--- src/rtl/serial_add_sub_if.sv ---
// Bundle of the serial adder/subtractor request and result signals.
//
// Handshake: the master raises start together with a, b and sub; the block
// accepts them only on a rising edge where it is IDLE (busy low). Requests
// presented while busy are ignored and not queued. Completion is signalled by
// a one-cycle done pulse; sum, carryout and overflow are valid from that edge
// and are held until the next accepted operation completes.
interface serial_add_sub_if #(
  parameter int WIDTH = 8
);
  logic             start;
  logic             sub;
  logic [WIDTH-1:0] a;
  logic [WIDTH-1:0] b;
  logic             busy;
  logic             done;
  logic [WIDTH-1:0] sum;
  logic             carryout;
  logic             overflow;
  logic [1:0]       state_dbg;

  modport master (
    output start, sub, a, b,
    input  busy, done, sum, carryout, overflow, state_dbg
  );

  modport slave (
    input  start, sub, a, b,
    output busy, done, sum, carryout, overflow, state_dbg
  );
endinterface

--- src/rtl/serial_add_sub.sv ---
// Bit-serial adder/subtractor: one full-adder stage, operands consumed LSB
// first, WIDTH cycles from accept to done.
// Optional feature macro: SERIAL_ADD_SUB_OVERFLOW_EN enables signed overflow
// detection; without it overflow is tied to 0.
module serial_add_sub #(
  parameter int WIDTH = 8
) (
  input  logic             clk,
  input  logic             reset_n,
  serial_add_sub_if.slave  bus
);

  localparam int CW = $clog2(WIDTH);

  typedef enum logic [1:0] {
    S_IDLE = 2'd0,
    S_RUN  = 2'd1,
    S_DONE = 2'd2
  } state_e;

  state_e           state_q, state_d;
  logic [CW-1:0]    cnt_q, cnt_d;
  logic             carry_q, carry_d;
  logic             sub_q, sub_d;
  logic [WIDTH-1:0] a_q, a_d;
  logic [WIDTH-1:0] b_q, b_d;
  // Partial result: bits already computed, MSB-aligned; the final bit is
  // concatenated on top at the last step so this needs only WIDTH-1 bits.
  logic [WIDTH-2:0] res_q, res_d;
  logic [WIDTH-1:0] sum_q, sum_d;
  logic             cout_q, cout_d;

  // Single full-adder stage operating on the current LSBs.
  logic b_bit;
  logic sum_bit;
  logic carry_next;
  logic last_step;

  assign b_bit      = b_q[0] ^ sub_q;
  assign sum_bit    = a_q[0] ^ b_bit ^ carry_q;
  assign carry_next = (a_q[0] & b_bit) | (a_q[0] & carry_q) | (b_bit & carry_q);
  assign last_step  = (cnt_q == CW'(WIDTH - 1));

  // Next-state and datapath control for the IDLE/RUN/DONE sequence.
  always_comb begin
    state_d = state_q;
    cnt_d   = cnt_q;
    carry_d = carry_q;
    sub_d   = sub_q;
    a_d     = a_q;
    b_d     = b_q;
    res_d   = res_q;
    sum_d   = sum_q;
    cout_d  = cout_q;
    case (state_q)
      S_IDLE: begin
        if (bus.start) begin
          state_d = S_RUN;
          a_d     = bus.a;
          b_d     = bus.b;
          sub_d   = bus.sub;
          cnt_d   = '0;
          // Carry-in of 1 completes the two's-complement negation of b.
          carry_d = bus.sub;
        end
      end
      S_RUN: begin
        a_d     = a_q >> 1;
        b_d     = b_q >> 1;
        carry_d = carry_next;
        res_d   = (WIDTH-1)'({sum_bit, res_q} >> 1);
        cnt_d   = cnt_q + CW'(1);
        if (last_step) begin
          state_d = S_DONE;
          sum_d   = {sum_bit, res_q};
          cout_d  = carry_next;
        end
      end
      S_DONE: begin
        state_d = S_IDLE;
      end
      default: begin
        state_d = S_IDLE;
      end
    endcase
  end

  // State, operand and result registers with synchronous active-low reset.
  always_ff @(posedge clk) begin
    if (!reset_n) begin
      state_q <= S_IDLE;
      cnt_q   <= '0;
      carry_q <= 1'b0;
      sub_q   <= 1'b0;
      a_q     <= '0;
      b_q     <= '0;
      res_q   <= '0;
      sum_q   <= '0;
      cout_q  <= 1'b0;
    end else begin
      state_q <= state_d;
      cnt_q   <= cnt_d;
      carry_q <= carry_d;
      sub_q   <= sub_d;
      a_q     <= a_d;
      b_q     <= b_d;
      res_q   <= res_d;
      sum_q   <= sum_d;
      cout_q  <= cout_d;
    end
  end

`ifdef SERIAL_ADD_SUB_OVERFLOW_EN
  logic ovf_q, ovf_d;

  // At the last step carry_q is the carry into the MSB stage and carry_next
  // the carry out of it; they differ exactly on signed overflow.
  always_comb begin
    ovf_d = ovf_q;
    if (state_q == S_RUN && last_step) begin
      ovf_d = carry_q ^ carry_next;
    end
  end

  // Overflow flag register, updated only at the done edge.
  always_ff @(posedge clk) begin
    if (!reset_n) begin
      ovf_q <= 1'b0;
    end else begin
      ovf_q <= ovf_d;
    end
  end

  assign bus.overflow = ovf_q;
`else
  assign bus.overflow = 1'b0;
`endif

  assign bus.busy      = (state_q != S_IDLE);
  assign bus.done      = (state_q == S_DONE);
  assign bus.sum       = sum_q;
  assign bus.carryout  = cout_q;
  assign bus.state_dbg = state_q;

endmodule
--- src/flat_wrapper.sv ---
// flat-port wrapper written by rule: the top's interface ports become plain ports
module serial_add_sub_flat 
#(
  parameter int WIDTH = 8
)
  (clk, reset_n, bus_start, bus_sub, bus_a, bus_b, bus_busy, bus_done, bus_sum, bus_carryout, bus_overflow, bus_state_dbg);
  serial_add_sub_if #(.WIDTH(WIDTH)) bus_i ();
  input  logic clk;
  input  logic reset_n;
  input wire logic [$bits(bus_i.start)-1:0] bus_start;
  input wire logic [$bits(bus_i.sub)-1:0] bus_sub;
  input wire logic [$bits(bus_i.a)-1:0] bus_a;
  input wire logic [$bits(bus_i.b)-1:0] bus_b;
  output wire logic [$bits(bus_i.busy)-1:0] bus_busy;
  output wire logic [$bits(bus_i.done)-1:0] bus_done;
  output wire logic [$bits(bus_i.sum)-1:0] bus_sum;
  output wire logic [$bits(bus_i.carryout)-1:0] bus_carryout;
  output wire logic [$bits(bus_i.overflow)-1:0] bus_overflow;
  output wire logic [$bits(bus_i.state_dbg)-1:0] bus_state_dbg;
  assign bus_i.start = bus_start;
  assign bus_i.sub = bus_sub;
  assign bus_i.a = bus_a;
  assign bus_i.b = bus_b;
  assign bus_busy = bus_i.busy;
  assign bus_done = bus_i.done;
  assign bus_sum = bus_i.sum;
  assign bus_carryout = bus_i.carryout;
  assign bus_overflow = bus_i.overflow;
  assign bus_state_dbg = bus_i.state_dbg;
  serial_add_sub #(.WIDTH(WIDTH)) u_core (.clk(clk), .reset_n(reset_n), .bus(bus_i));
endmodule
--- config.mk ---
export PLATFORM = sky130hd
export DESIGN_NAME = serial_add_sub_flat
export DESIGN_NICKNAME = d
export VERILOG_FILES = /design/src/rtl/serial_add_sub_if.sv /design/src/rtl/serial_add_sub.sv /design/src/flat_wrapper.sv
export SDC_FILE = /design/constraint.sdc
export NUM_CORES = 1
export LEC_CHECK = 0
export BUFFER_PORTS_ARGS = -buffer_cell sky130_fd_sc_hd__clkbuf_2
export CAP_MARGIN = 20
export CORE_MARGIN = 3
export CORE_UTILIZATION = 57
export CTS_BUF_LIST = sky130_fd_sc_hd__clkbuf_16
export CTS_CLUSTER_DIAMETER = 150
export DETAILED_ROUTE_END_ITERATION = 12
export GPL_TIMING_DRIVEN = 1
export PLACE_DENSITY = 0.93
export SYNTH_ARGS = -nofsm -noshare
export SYNTH_HDL_FRONTEND = slang
export SYNTH_SLANG_ARGS = --single-unit
--- constraint.sdc ---
create_clock -name clk -period 3.75 [get_ports clk]
set_input_delay 0 -clock clk [delete_from_list [all_inputs] [get_ports clk]]
set_output_delay 0 -clock clk [all_outputs]
set_load 0.01 [all_outputs]
Word level (Yosys, flattened, before mapping)
Cells that the tools add are included.

word-level totals
  register bits = 39
  output and inout bits = 14
  input bits = 20
  word-level logic and storage cells = 41

operators by class
  equality and inequality tests = 5
  bitwise operators = 8
  multiplexer cells = 11
  add/sub/neg operators = 1
  reductions and logical operators = 7

operators by type and width
  operator                                                                 number
  8-bit one-hot mux with 2 select lines                                    2
  8-bit 2-to-1 mux                                                         2
  2-bit AND reduction                                                      4
  3-bit one-hot mux with 2 select lines                                    1
  2-bit 2-to-1 mux                                                         2
  2-bit one-hot mux with 2 select lines                                    1
  2-bit nonzero test                                                       2
  3-bit by 1-bit adder with 3-bit output, second input constant            1
  1-bit AND                                                                3
  3-bit equality test, second input constant                               1
  3-bit 2-to-1 mux                                                         1
  1-bit XOR                                                                3
  2-bit by 1-bit equality test with 1-bit output, second input constant    1
  2-bit equality test, second input constant                               1
  2-bit zero test                                                          1
  2-bit by 1-bit inequality test with 1-bit output, second input constant  1
  2-bit inequality test, second input constant                             1
  1-bit bitwise OR                                                         2
  1-bit one-hot mux with 2 select lines                                    1
  1-bit 2-to-1 mux                                                         1

Longest topological paths before layout
Gate-level depths: netlist of run 1.

  word-level depth = 5
  gate-level depth with buffers = 6
  gate-level depth less buffers = 5

Least setup slack after synthesis of run 1
No wires, ideal clock.

  path kind = reg2reg
  start point = register u_core.cnt_q[0]
  end point = register u_core.cout_q (netlist: u_core.bus.carryout)
  cell stages (with the launch flop) = 6
  path slack = 2.424 ns
  buffers on the path = 1
  period minus slack after synthesis = 1.326 ns
  setup time = 0.116 ns
  required time = 3.634 ns
  arrival time = 1.209 ns
  cells stage by stage = dfxtp_1 > ha_1 > ha_1 > and3b_1 > buf_2 > o211a_1

between the ends
  longest elaborated chain between the ends = 2

RTL lines
  element                        line                   text
  start, declared                serial_add_sub.sv:22   logic [CW-1:0] cnt_q, cnt_d;
  start signal, assigned         serial_add_sub.sv:102  cnt_q <= cnt_d;
  3-bit equality test            serial_add_sub.sv:42   assign last_step = (cnt_q == CW'(WIDTH - 1));
  2-bit AND reduction (no line)  -
  end signal, assigned           serial_add_sub.sv:109  cout_q <= cout_d;
  end, declared                  serial_add_sub.sv:31   logic cout_q, cout_d;

Every way passes these cells.
A chain may end at the register's enable or synchronous reset.

Final worst setup path of run 1
  start point = register u_core.state_q[0] (netlist: u_core.bus.state_dbg[0])
  end point = register u_core.cnt_q[0]

between the ends
  longest elaborated chain between the ends = 3
  elaborated cells on any way between the ends = 6
  classes of those cells = eq/ne: 2; mux: 1; reduce/logical: 3

RTL lines
  element                                                                            line                   text
  start, declared                                                                    serial_add_sub.sv:21   state_e state_q, state_d;
  start signal, assigned                                                             serial_add_sub.sv:101  state_q <= state_d;
  2-bit by 1-bit equality test with 1-bit output or 2-bit zero test (tied branches)  serial_add_sub.sv:55   case (state_q)
  2-bit nonzero test (no line) or 2-bit inequality test (tied branches)              -
  2-bit AND reduction (no line)                                                      -

Several ways; a longest one is shown, not always the timed one.

==> results of run 1 <==
[layout by cell type (no fill, tap or decap), types with 2 or more instances in the layout]
cell type,count
inv_1,6
and3_1,3
mux2i_1,15
clkbuf_16,5
nor2b_1,6
dfxtp_1,39
a32oi_1,3
ha_1,2
clkbuf_2,32
and2_1,2
a21boi_1,11
nand2_1,45
o211a_1,17
a22oi_1,2
a21boi_0,3
[final cells by class]
type | count | share of cell area [%]
clock buffers | 5 | 6.423
clock inverters | 3 | 0.6423
inverters | 4 | 0.7707
multi-input cells | 119 | 41.88
flip-flops and latches | 39 | 40.08
well taps | 31 | 1.991
repair buffers | 32 | 8.221
[worst min-delay path: stages]
cell	delay [ns]
clkbuf_2	0.08
a32oi_1	0.08
nor2b_1	0.09
[Yosys cell counts (2+ instances only)]
master and n:
inv_1 4, and3_1 3, a21boi_1 11, a21boi_0 3, o211a_1 17, and2_1 2, nor2b_1 6, mux2i_1 15
buf_2 6, clkbuf_1 3, ha_1 2, a22oi_1 2, nand2_1 45, dfxtp_1 39, a32oi_1 3
[logic make-up (layout without fill, tap and decap cells)]
group           Yosys count  in the layout
simple gates             60             60
compound gates           39             39
flops                    39             39
buf+inv                  16             44
mux                      15             15
fa+ha+maj                 3              3
other cells               1              1
xor+xnor                  1              1
[how the worst max path moves through the flow]
stage / slack (ns) / endpoint
after global routing: 1.50 / u_core.carry_q
after floorplan: 2.42 / u_core.bus.carryout
after CTS: 1.67 / u_core.cnt_q[0]
after global placement: 1.71 / u_core.cnt_q[0]
final: 1.66 / u_core.cnt_q[0]
after detailed placement: 1.68 / u_core.cnt_q[0]
[flip-flops by register name (all words and copies together) (netlist names)]
signal	count
u_core.bus.state_dbg	2
u_core.bus.carryout	1
u_core.carry_q	1
u_core.cnt_q	3
u_core.bus.sum	8
u_core.res_q	7
u_core.b_q	8
u_core.sub_q	1
u_core.a_q	8
[per-stage QoR]
stage | total power, mW | setup slack, ns
after floorplan | 0.5256 | 2.424
after detailed placement | 0.5462 | 1.683
after global routing | 0.9626 | 1.498
after global placement | 0.5418 | 1.706
after CTS | 0.9350 | 1.667
final | 0.9251 | 1.664
[power by group]
part | internal (mW) | total [mW] | leakage [nW] | switching (mW)
clock | 0.240 | 0.388 | 0.0762 | 0.148
combinational | 0.0440 | 0.0851 | 0.591 | 0.0411
sequential | 0.435 | 0.452 | 0.319 | 0.0174
total | 0.718 | 0.925 | 0.987 | 0.207
[per-layer routing]
metal	share of wire, %	up-vias	wire [um]	GRT usage (%)
met5	0	-	0	0
met4	2.0	0	60	9.494
met3	4.9	7	146	5.106
met2	51	27	1504	31.64
met1	42	588	1248	20.18
li1	-	646	-	-
==> run_results.csv, run 1 <==
group,metric,value,unit
cells_and_area,multiInputGateArea,815.8,um^2
worst_setup_path,crit_path_start_kind,"register",
worst_setup_path,max_stage_delay,1.03,ns
cells_and_area,fin_cells,233,
worst_setup_path,reg2reg_depth,3,
worst_setup_path,cp-end-kind,"register",
die,die-area,0.003648,mm^2
cells_and_area,syn_to_final_growth,15.50,%
timing,fmax,0.4794,GHz
worst_setup_path,startpoint,"u_core.bus.state_dbg[0]",
placement,dp_cells,225,
logic_synthesis,synthTopCellsByArea,"dfxtp_1, o211a_1, nand2_1",
cells_and_area,drive_gt1_share,19.80,%
clock_tree,cts_buffer_depth,2,
logic_synthesis,seq_area_frac_synth,46.29,%
worst_setup_path,critPathArrivalTime,2.25,ns
worst_setup_path,path_max_fanout,30,
cells_and_area,finalInstanceArea,0.001948,mm^2
logic_synthesis,ys_warn_count,0,
clock_tree,clock-sinks,39,
logic_synthesis,synthFlopType,"dfxtp_1",
clock_tree,htreeDepth,2,
cells_and_area,seq_area,780.7,um^2
die,die_y,60.40,um
logic_synthesis,synth_compound_area_share,20.25,%
route,drc,0,
min_path,hold_start,"bus_b[7]",
placement,gp_congestion,0.7440,
die,core,0.002781,mm^2
worst_setup_path,crit_family,"flip-flops",
global_route,grt_start_max_net_pins,40,
logic_synthesis,synth_simple_gate_area_share,15.80,%
clock_tree,ctsHoldBuffers,0,
placement,io_buffers,32,
clock_tree,clk_pin_slew,0.05,ns
logic_synthesis,synth.avg_cell_area,9.693,um^2
worst_setup_path,critPathKind,"register to register",
global_route,antenna_found_initial,0,
global_route,grt_pass1_wl,4.933,mm
pwr,peakVddDrop,0.4686,mV
die,rows,19,
logic_synthesis,ys_async_sr_fraction,0,%
logic_synthesis,synth.mux.area_fraction,8.902,%
cells_and_area,fin_nets,224,
cells_and_area,utilization,70.04,%
worst_setup_path,crit_path_cell_trace,"o21ba_2, mux2i_1, and2_1",
logic_synthesis,synth_area,0.001687,mm^2
min_path,min_to,"u_core.b_q[7]",
route,route.detailed.wl_per_inst,12.70,um
die,io_pins,34,
clock_tree,cts_resized,0,
timing,hold_violations,0,
logic_synthesis,synth-edff-count,0,
route,drt_first_pass_iters,4,
worst_setup_path,r2r_start,"u_core.bus.state_dbg[0]",
worst_setup_path,cpMaxStageDelayCell,"dfxtp_1",
clock_tree,cts_made_buffers,5,
timing,fin_skew,0.003303,ns
route,drt_iter0_drc,39,
clock_tree,cts_tree,"yes",
logic_synthesis,synthAdderAreaFrac,2.671,%
route,routed_wl,2.959,mm
global_route,grt_usage,18.21,%
timing,slew_violations,0,
worst_setup_path,cp_num_cells,3,
timing,holdWs,0.01331,ns
logic_synthesis,syn_inst,174,
timing,slew_headroom,28.25,%
logic_synthesis,synthDistinctLibCells,28,
logic_synthesis,synth_seq_cells,39,
min_path,hold_path.class,"input pin to register",
route,postRouteAntennaNets,0,
timing,setup_tns,0,ns
logic_synthesis,yosys.area.top_type_share,46.29,%
logic_synthesis,synth_top_cell_by_area,"dfxtp_1",
worst_setup_path,regToRegSetupSlack,1.66,ns
min_path,hold_depth,3,
logic_synthesis,syn-num-nets,197,
die,die_w,60.40,um
pwr,power_density,474.9,mW/mm^2
placement,placed_area,0.001810,mm^2
timing,final.period_utilization,55.63,%
flow_run,maxCapViolations,0,
worst_setup_path,worst_r2r_endpoint,"u_core.cnt_q[0]",
clock_tree,cts_root_buffer,"clkbuf_16",
timing,tightest_slew,1.075,ns
clock_tree,postCtsSetupBuffers,0,
pwr,p_leak,0.9868,nW
timing,rsz0062_at_grt,"no",
placement,dp_hpwl,2.087,mm
cells_and_area,num-fill-cells,226,
global_route,grt_overflow,0,
timing,period_minus_slack,2.086,ns
timing,setup_violations,0,
logic_synthesis,synth_top_family_by_area,"compound AO/OA/AOI/OAI gates",
status,status,"complete, no violations",
worst_setup_path,cp.required,3.92,ns
clock_tree,clk-insertion-delay-late,0.28,ns
worst_setup_path,cp.buffers_inverters,0,
route,vias,1268,
logic_synthesis,synth_xor_area_share,0.5193,%
die,start_util,60.64,%
global_route,grt_pass1_vias,1164,
cells_and_area,diodes,0,
route,viasPerCell,5.442,
Note: power is estimated with default switching activity, not from simulation.
==> run 2: changes to the inputs <==
--- a/config.mk
+++ b/config.mk
@@ -8,12 +8,12 @@
 export BUFFER_PORTS_ARGS = -buffer_cell sky130_fd_sc_hd__clkbuf_2
 export CAP_MARGIN = 20
 export CORE_MARGIN = 3
-export CORE_UTILIZATION = 57
+export CORE_UTILIZATION = 53
 export CTS_BUF_LIST = sky130_fd_sc_hd__clkbuf_16
 export CTS_CLUSTER_DIAMETER = 150
 export DETAILED_ROUTE_END_ITERATION = 12
 export GPL_TIMING_DRIVEN = 1
-export PLACE_DENSITY = 0.93
+export PLACE_DENSITY = 0.88
 export SYNTH_ARGS = -nofsm -noshare
 export SYNTH_HDL_FRONTEND = slang
 export SYNTH_SLANG_ARGS = --single-unit
==> constraint.sdc (replaced) <==
create_clock -name clk -period 2.1 [get_ports clk]
set_input_delay 0 -clock clk [delete_from_list [all_inputs] [get_ports clk]]
set_output_delay 0 -clock clk [all_outputs]
set_load 0.01 [all_outputs]
==> run 2 against run 1 <==
  * Clock skew shrank 0.00065 ns
  * Worst setup slack lost 1.1 ns
  * Core utilization shrank 1.7 points
  * Cell count grew 5.6%
  * First-iteration DRC count grew 59%
  * Worst hold slack gained 0.013 ns
  * Critical path type unchanged
  * Critical endpoint is now u_core.bus.carryout
  * Largest power group unchanged
==> run_results.csv, run 2 (synthesis results as in run 1) <==
group,metric,value,unit
global_route,grt_pass1_wl,5.292,mm
die,die_y,62.41,um
route,drt_first_pass_iters,4,
flow_run,maxCapViolations,0,
timing,final.period_utilization,71.06,%
cells_and_area,syn_to_final_growth,17.43,%
pwr,p_leak,0.9927,nW
timing,slew_violations,0,
worst_setup_path,crit_path_start_kind,"register",
timing,fin_skew,0.002654,ns
global_route,antenna_found_initial,0,
die,die-area,0.003895,mm^2
clock_tree,clk_pin_slew,0.05,ns
worst_setup_path,critPathKind,"register to register",
placement,io_buffers,32,
pwr,peakVddDrop,0.6189,mV
global_route,grt_start_max_net_pins,40,
route,drt_iter0_drc,62,
clock_tree,cts_root_buffer,"clkbuf_16",
timing,fmax,0.6702,GHz
worst_setup_path,path_max_fanout,12,
clock_tree,cts_resized,0,
route,route.met2.wl,1.535,mm
die,core,0.002900,mm^2
worst_setup_path,reg2reg_depth,5,
worst_setup_path,cp.required,2.27,ns
clock_tree,postCtsSetupBuffers,0,
clock_tree,clk-insertion-delay-late,0.28,ns
route,wl_met3,142,um
min_path,hold_path.class,"input pin to register",
clock_tree,htreeDepth,2,
cells_and_area,final_cell_mix,"nand2_1, dfxtp_1, clkbuf_2, o211a_1, mux2i_1",
route,drc,0,
cells_and_area,fin_cells,246,
clock_tree,ctsHoldBuffers,0,
clock_tree,cts_made_buffers,5,
cells_and_area,fin_nets,227,
route,routed_wl,3.090,mm
worst_setup_path,worst_r2r_endpoint,"u_core.bus.carryout",
placement,dp_hpwl,2.243,mm
route,viasPerCell,5.191,
die,rows,19,
worst_setup_path,critPathArrivalTime,1.66,ns
timing,rsz0062_at_grt,"no",
timing,tightest_slew,0.6272,ns
timing,setup_violations,0,
cells_and_area,drive_gt1_share,21.08,%
worst_setup_path,r2r_start,"u_core.cnt_q[0]",
cells_and_area,final_common_cell,"nand2_1",
timing,setup_tns,0,ns
clock_tree,cts_tree,"yes",
die,die_w,62.41,um
worst_setup_path,cp-end-kind,"register",
timing,slew_headroom,58.19,%
placement,dp_cells,239,
route,vias,1277,
status,status,"complete, no violations",
timing,hold_violations,0,
placement,gp_congestion,0.8145,
cells_and_area,utilization,68.29,%
global_route,grt_overflow,0,
route,route.detailed.wl_per_inst,12.56,um
die,io_pins,34,
global_route,grt_usage,17.11,%
route,top_layer,"met4",
clock_tree,cts_buffer_depth,2,
worst_setup_path,startpoint,"u_core.cnt_q[0]",
cells_and_area,diodes,0,
route,wl_met1,1.353,mm
global_route,grt_pass1_vias,1218,
worst_setup_path,regToRegSetupSlack,0.61,ns
route,postRouteAntennaNets,0,
die,start_util,58.15,%
timing,period_minus_slack,1.492,ns
worst_setup_path,critical_path.endpoint,"u_core.bus.carryout",
pwr,power_density,833.4,mW/mm^2
clock_tree,clock-sinks,39,
[run 2: cell types whose count changed in the layout (fill, tap and decap cells not counted), sizes merged]
cell / previous run / this run
buf: 0 / 3
clkinv: 1 / 2
inv: 6 / 4
[run 2: cell type report]
class                   count  area [um^2]
repair buffers             35        182.7
fillers                   244        919.6
clock buffers               5        125.1
clock inverters             2        8.758
well taps                  42        52.55
flip-flops and latches     39        780.7
inverters                   4        15.01
multi-input cells         119        815.8
[run 2: worst min path at each step]
| stage | endpoint | slack [ns] | cells after the start | start |
|---|---|---|---|---|
| 4_1_cts | u_core.b_q[7] | 0.02 | 3 | bus_b[7] |
| 3_3_place_gp | u_core.b_q[7] | 0.29 | 3 | bus_b[7] |
| 5_1_grt | u_core.b_q[7] | 0.05 | 3 | bus_b[7] |
| 2_1_floorplan | u_core.a_q[7] | 0.19 | 2 | bus_start |
| 3_5_place_dp | u_core.b_q[7] | 0.32 | 3 | bus_b[7] |
| 6_report | u_core.b_q[7] | 0.03 | 3 | bus_b[7] |
[run 2: power breakdown]
part / switching [mW] / leakage (nW) / total, mW / internal, mW
logic: 0.0840 / 0.606 / 0.166 / 0.0820
clock network: 0.261 / 0.0671 / 0.687 / 0.426
registers: 0.0215 / 0.319 / 0.798 / 0.776
[run 2: stage by stage]
step / hold slack (ns) / area, um^2 / total power [mW] / worst slack, ns
4_1_cts: 0.02045 / 1981 / 1.671 / 0.5974
3_5_place_dp: 0.3214 / 1847 / 0.9796 / 0.6129
6_report: 0.02673 / 1981 / 1.651 / 0.6078
5_1_grt: 0.05190 / 1981 / 1.731 / 0.4348
3_3_place_gp: 0.2884 / 1847 / 0.9700 / 0.6819
2_1_floorplan: 0.1881 / 1687 / 0.9385 / 0.7745
[run 2: routing by layer]
| metal | up-vias | GRT usage [%] |
|---|---|---|
| li1 | 656 | - |
| met1 | 585 | 19.14 |
| met2 | 28 | 28.36 |
| met3 | 8 | 6.295 |
| met4 | 0 | 8.815 |
| met5 | - | 0 |
[run 2: worst max-delay path, stage by stage, from the launching register on]
cell     delay [ns]
dfxtp_1        0.36
ha_1           0.16
ha_1           0.20
and3b_1        0.43
nand2_1        0.10
o211a_1        0.13
==> run 3: changes to the inputs <==
==> constraint.sdc (replaced) <==
create_clock -name clk -period 1.4 [get_ports clk]
set_input_delay 0 -clock clk [delete_from_list [all_inputs] [get_ports clk]]
set_output_delay 0 -clock clk [all_outputs]
set_load 0.01 [all_outputs]
==> run 3 against run 2 <==
  * Critical path depth down 1
  * Die area unchanged
  * Final area up 3.2%
  * Clock power is 53% higher
  * Combinational power rose by 66%
  * Non-clock buffer count grew 3
  * Cell count increased by 2.0%
  * Critical path type unchanged
  * Largest cell class unchanged
==> run_results.csv, run 3 (synthesis results as in run 1) <==
group,metric,value,unit
pwr,p_leak,1.032,nW
cells_and_area,finalInstanceArea,0.002043,mm^2
worst_setup_path,max_stage_delay,0.32,ns
clock_tree,clk_pin_slew,0.05,ns
placement,io_buffers,32,
global_route,grt_overflow,0,
cells_and_area,drive_gt1_share,22.97,%
worst_setup_path,crit_path_cell_trace,"ha_1, ha_1, and3b_1, o211a_1",
worst_setup_path,path_max_fanout,6,
placement,place_ws,-0.02122,ns
worst_setup_path,startpoint,"u_core.cnt_q[0]",
route,drc,0,
worst_setup_path,cp.required,1.57,ns
min_path,hold_start,"bus_b[7]",
worst_setup_path,critPathArrivalTime,1.48,ns
die,die_w,62.41,um
placement,placed_area,0.001894,mm^2
timing,period_minus_slack,1.313,ns
worst_setup_path,cp_common_cell,"ha_1",
cells_and_area,final_cell_mix,"nand2_1, dfxtp_1, clkbuf_2, o211a_1, mux2i_1",
clock_tree,cts_tree,"yes",
flow_run,maxCapViolations,0,
route,route.detailed.wl_per_inst,13.86,um
route,drt_iter0_drc,104,
pwr,power,2.523,mW
timing,slew_violations,0,
route,vias,1337,
pwr,power.switching,574.9,uW
global_route,grt_start_max_net_pins,40,
status,status,"complete, no violations",
die,rows,19,
worst_setup_path,cpMaxStageDelayCell,"dfxtp_1",
cells_and_area,syn_to_final_growth,21.14,%
timing,fmax,0.7617,GHz
cells_and_area,fin_nets,231,
cells_and_area,diodes,0,
timing,setup_violations,0,
clock_tree,cts_made_buffers,5,
min_path,hold_path.class,"input pin to register",
placement,dp_hpwl,2.356,mm
worst_setup_path,cp-end-kind,"register",
pwr,power_density,1235,mW/mm^2
die,die_y,62.41,um
worst_setup_path,regToRegSetupSlack,0.09,ns
clock_tree,cts_root_buffer,"clkbuf_16",
clock_tree,cts_buffer_depth,2,
pwr,p_seq_share,47.6,%
worst_setup_path,crit_path_start_kind,"register",
clock_tree,ctsHoldBuffers,0,
clock_tree,clk-insertion-delay-late,0.28,ns
route,viasPerCell,5.327,
global_route,antenna_found_initial,0,
pwr,p_comb_share,10.9,%
pwr,internal-power,1.948,mW
timing,hold_violations,0,
die,start_util,58.15,%
cells_and_area,final_common_cell,"nand2_1",
timing,setup_tns,0,ns
cells_and_area,multiInputGateArea,825.8,um^2
route,routed_wl,3.480,mm
clock_tree,clock-sinks,39,
die,die-area,0.003895,mm^2
worst_setup_path,r2r_start,"u_core.cnt_q[0]",
die,io_pins,34,
route,postRouteAntennaNets,0,
cells_and_area,seq_area,782.0,um^2
timing,tightest_slew,0.6390,ns
global_route,grt_pass1_wl,5.830,mm
timing,rsz0062_at_grt,"no",
timing,slew_headroom,57.40,%
global_route,grt_pass1_vias,1303,
timing,fin_skew,0.005964,ns
pwr,peakVddDrop,0.8222,mV
die,core,0.002900,mm^2
clock_tree,htreeDepth,2,
timing,final.period_utilization,93.77,%
global_route,grt_usage,18.91,%
worst_setup_path,critPathKind,"register to register",
pwr,pwr-share-clk,41.5,%
cells_and_area,num-fill-cells,223,
route,drt_first_pass_iters,4,
timing,layout_setup_ws,0.08722,ns
pwr,swShare,22.79,%
placement,gp_congestion,0.8099,
==> run 3: cell count changes in the layout (fill, tap and decap cells not counted) <==
cell      delta
dfxtp_1      -1
clkinv_1     -1
inv_1        +2
dfxtp_2      +1
buf_4        +1
buf_12       +2
and3b_2      +1
==> run 3: cell type report <==
cell class                 count  area share [%]
inverter                       4          0.7348
clock buffer                   5           6.124
multi-input combinational    120           40.42
clock inverter                 3          0.6124
timing repair buffer          38           11.27
tap                           42           2.572
sequential                    39           38.27
==> run 3: worst paths after layout <==
check	to	cells past startpoint
max	u_core.bus.sum[7]	4
min	u_core.b_q[7]	3
max reg2reg	u_core.bus.sum[7]	4
min reg2reg	u_core.bus.sum[5]	2
==> run 3: metal layers <==
metal | global-route usage, % | part of all wire (%)
met5 | 0 | 0
met2 | 34.62 | 53
met4 | 7.713 | 2.2
met3 | 6.475 | 4.1
met1 | 19.53 | 41
==> run 3: per-stage QoR <==
step	instances	utilization, %	hold slack, ns
after floorplan	174	-	0.1881
final	251	70.45	0.01300
after CTS	250	70.10	0.01126
after global routing	251	70.45	0.01673
after detailed placement	242	65.31	0.3104
after global placement	242	65.31	0.2846
==> run 3: power groups by stage <==
stage	Clock, mW	Sequential (mW)	Combinational [mW]
2_1_floorplan	0	1.21	0.196
6_report	1.05	1.20	0.276
5_1_grt	1.13	1.20	0.309
4_1_cts	1.07	1.20	0.278
3_5_place_dp	0	1.22	0.273
3_3_place_gp	0	1.22	0.260
==> run 3: repair_timing <==
action,4_1_cts,5_1_grt
buffers inserted,0,0
resized for setup,1,1
cloned,0,1
setup endpoints to repair,5,6
==> run 3: worst max-delay path: cells and delay by family, from the launching register on <==
kind	cells	cell delay (ns)
and+or+nand+nor	1	0.25
DFF	1	0.32
AOI/OAI and AO/OA	1	0.22
adders and majority gates	2	0.41
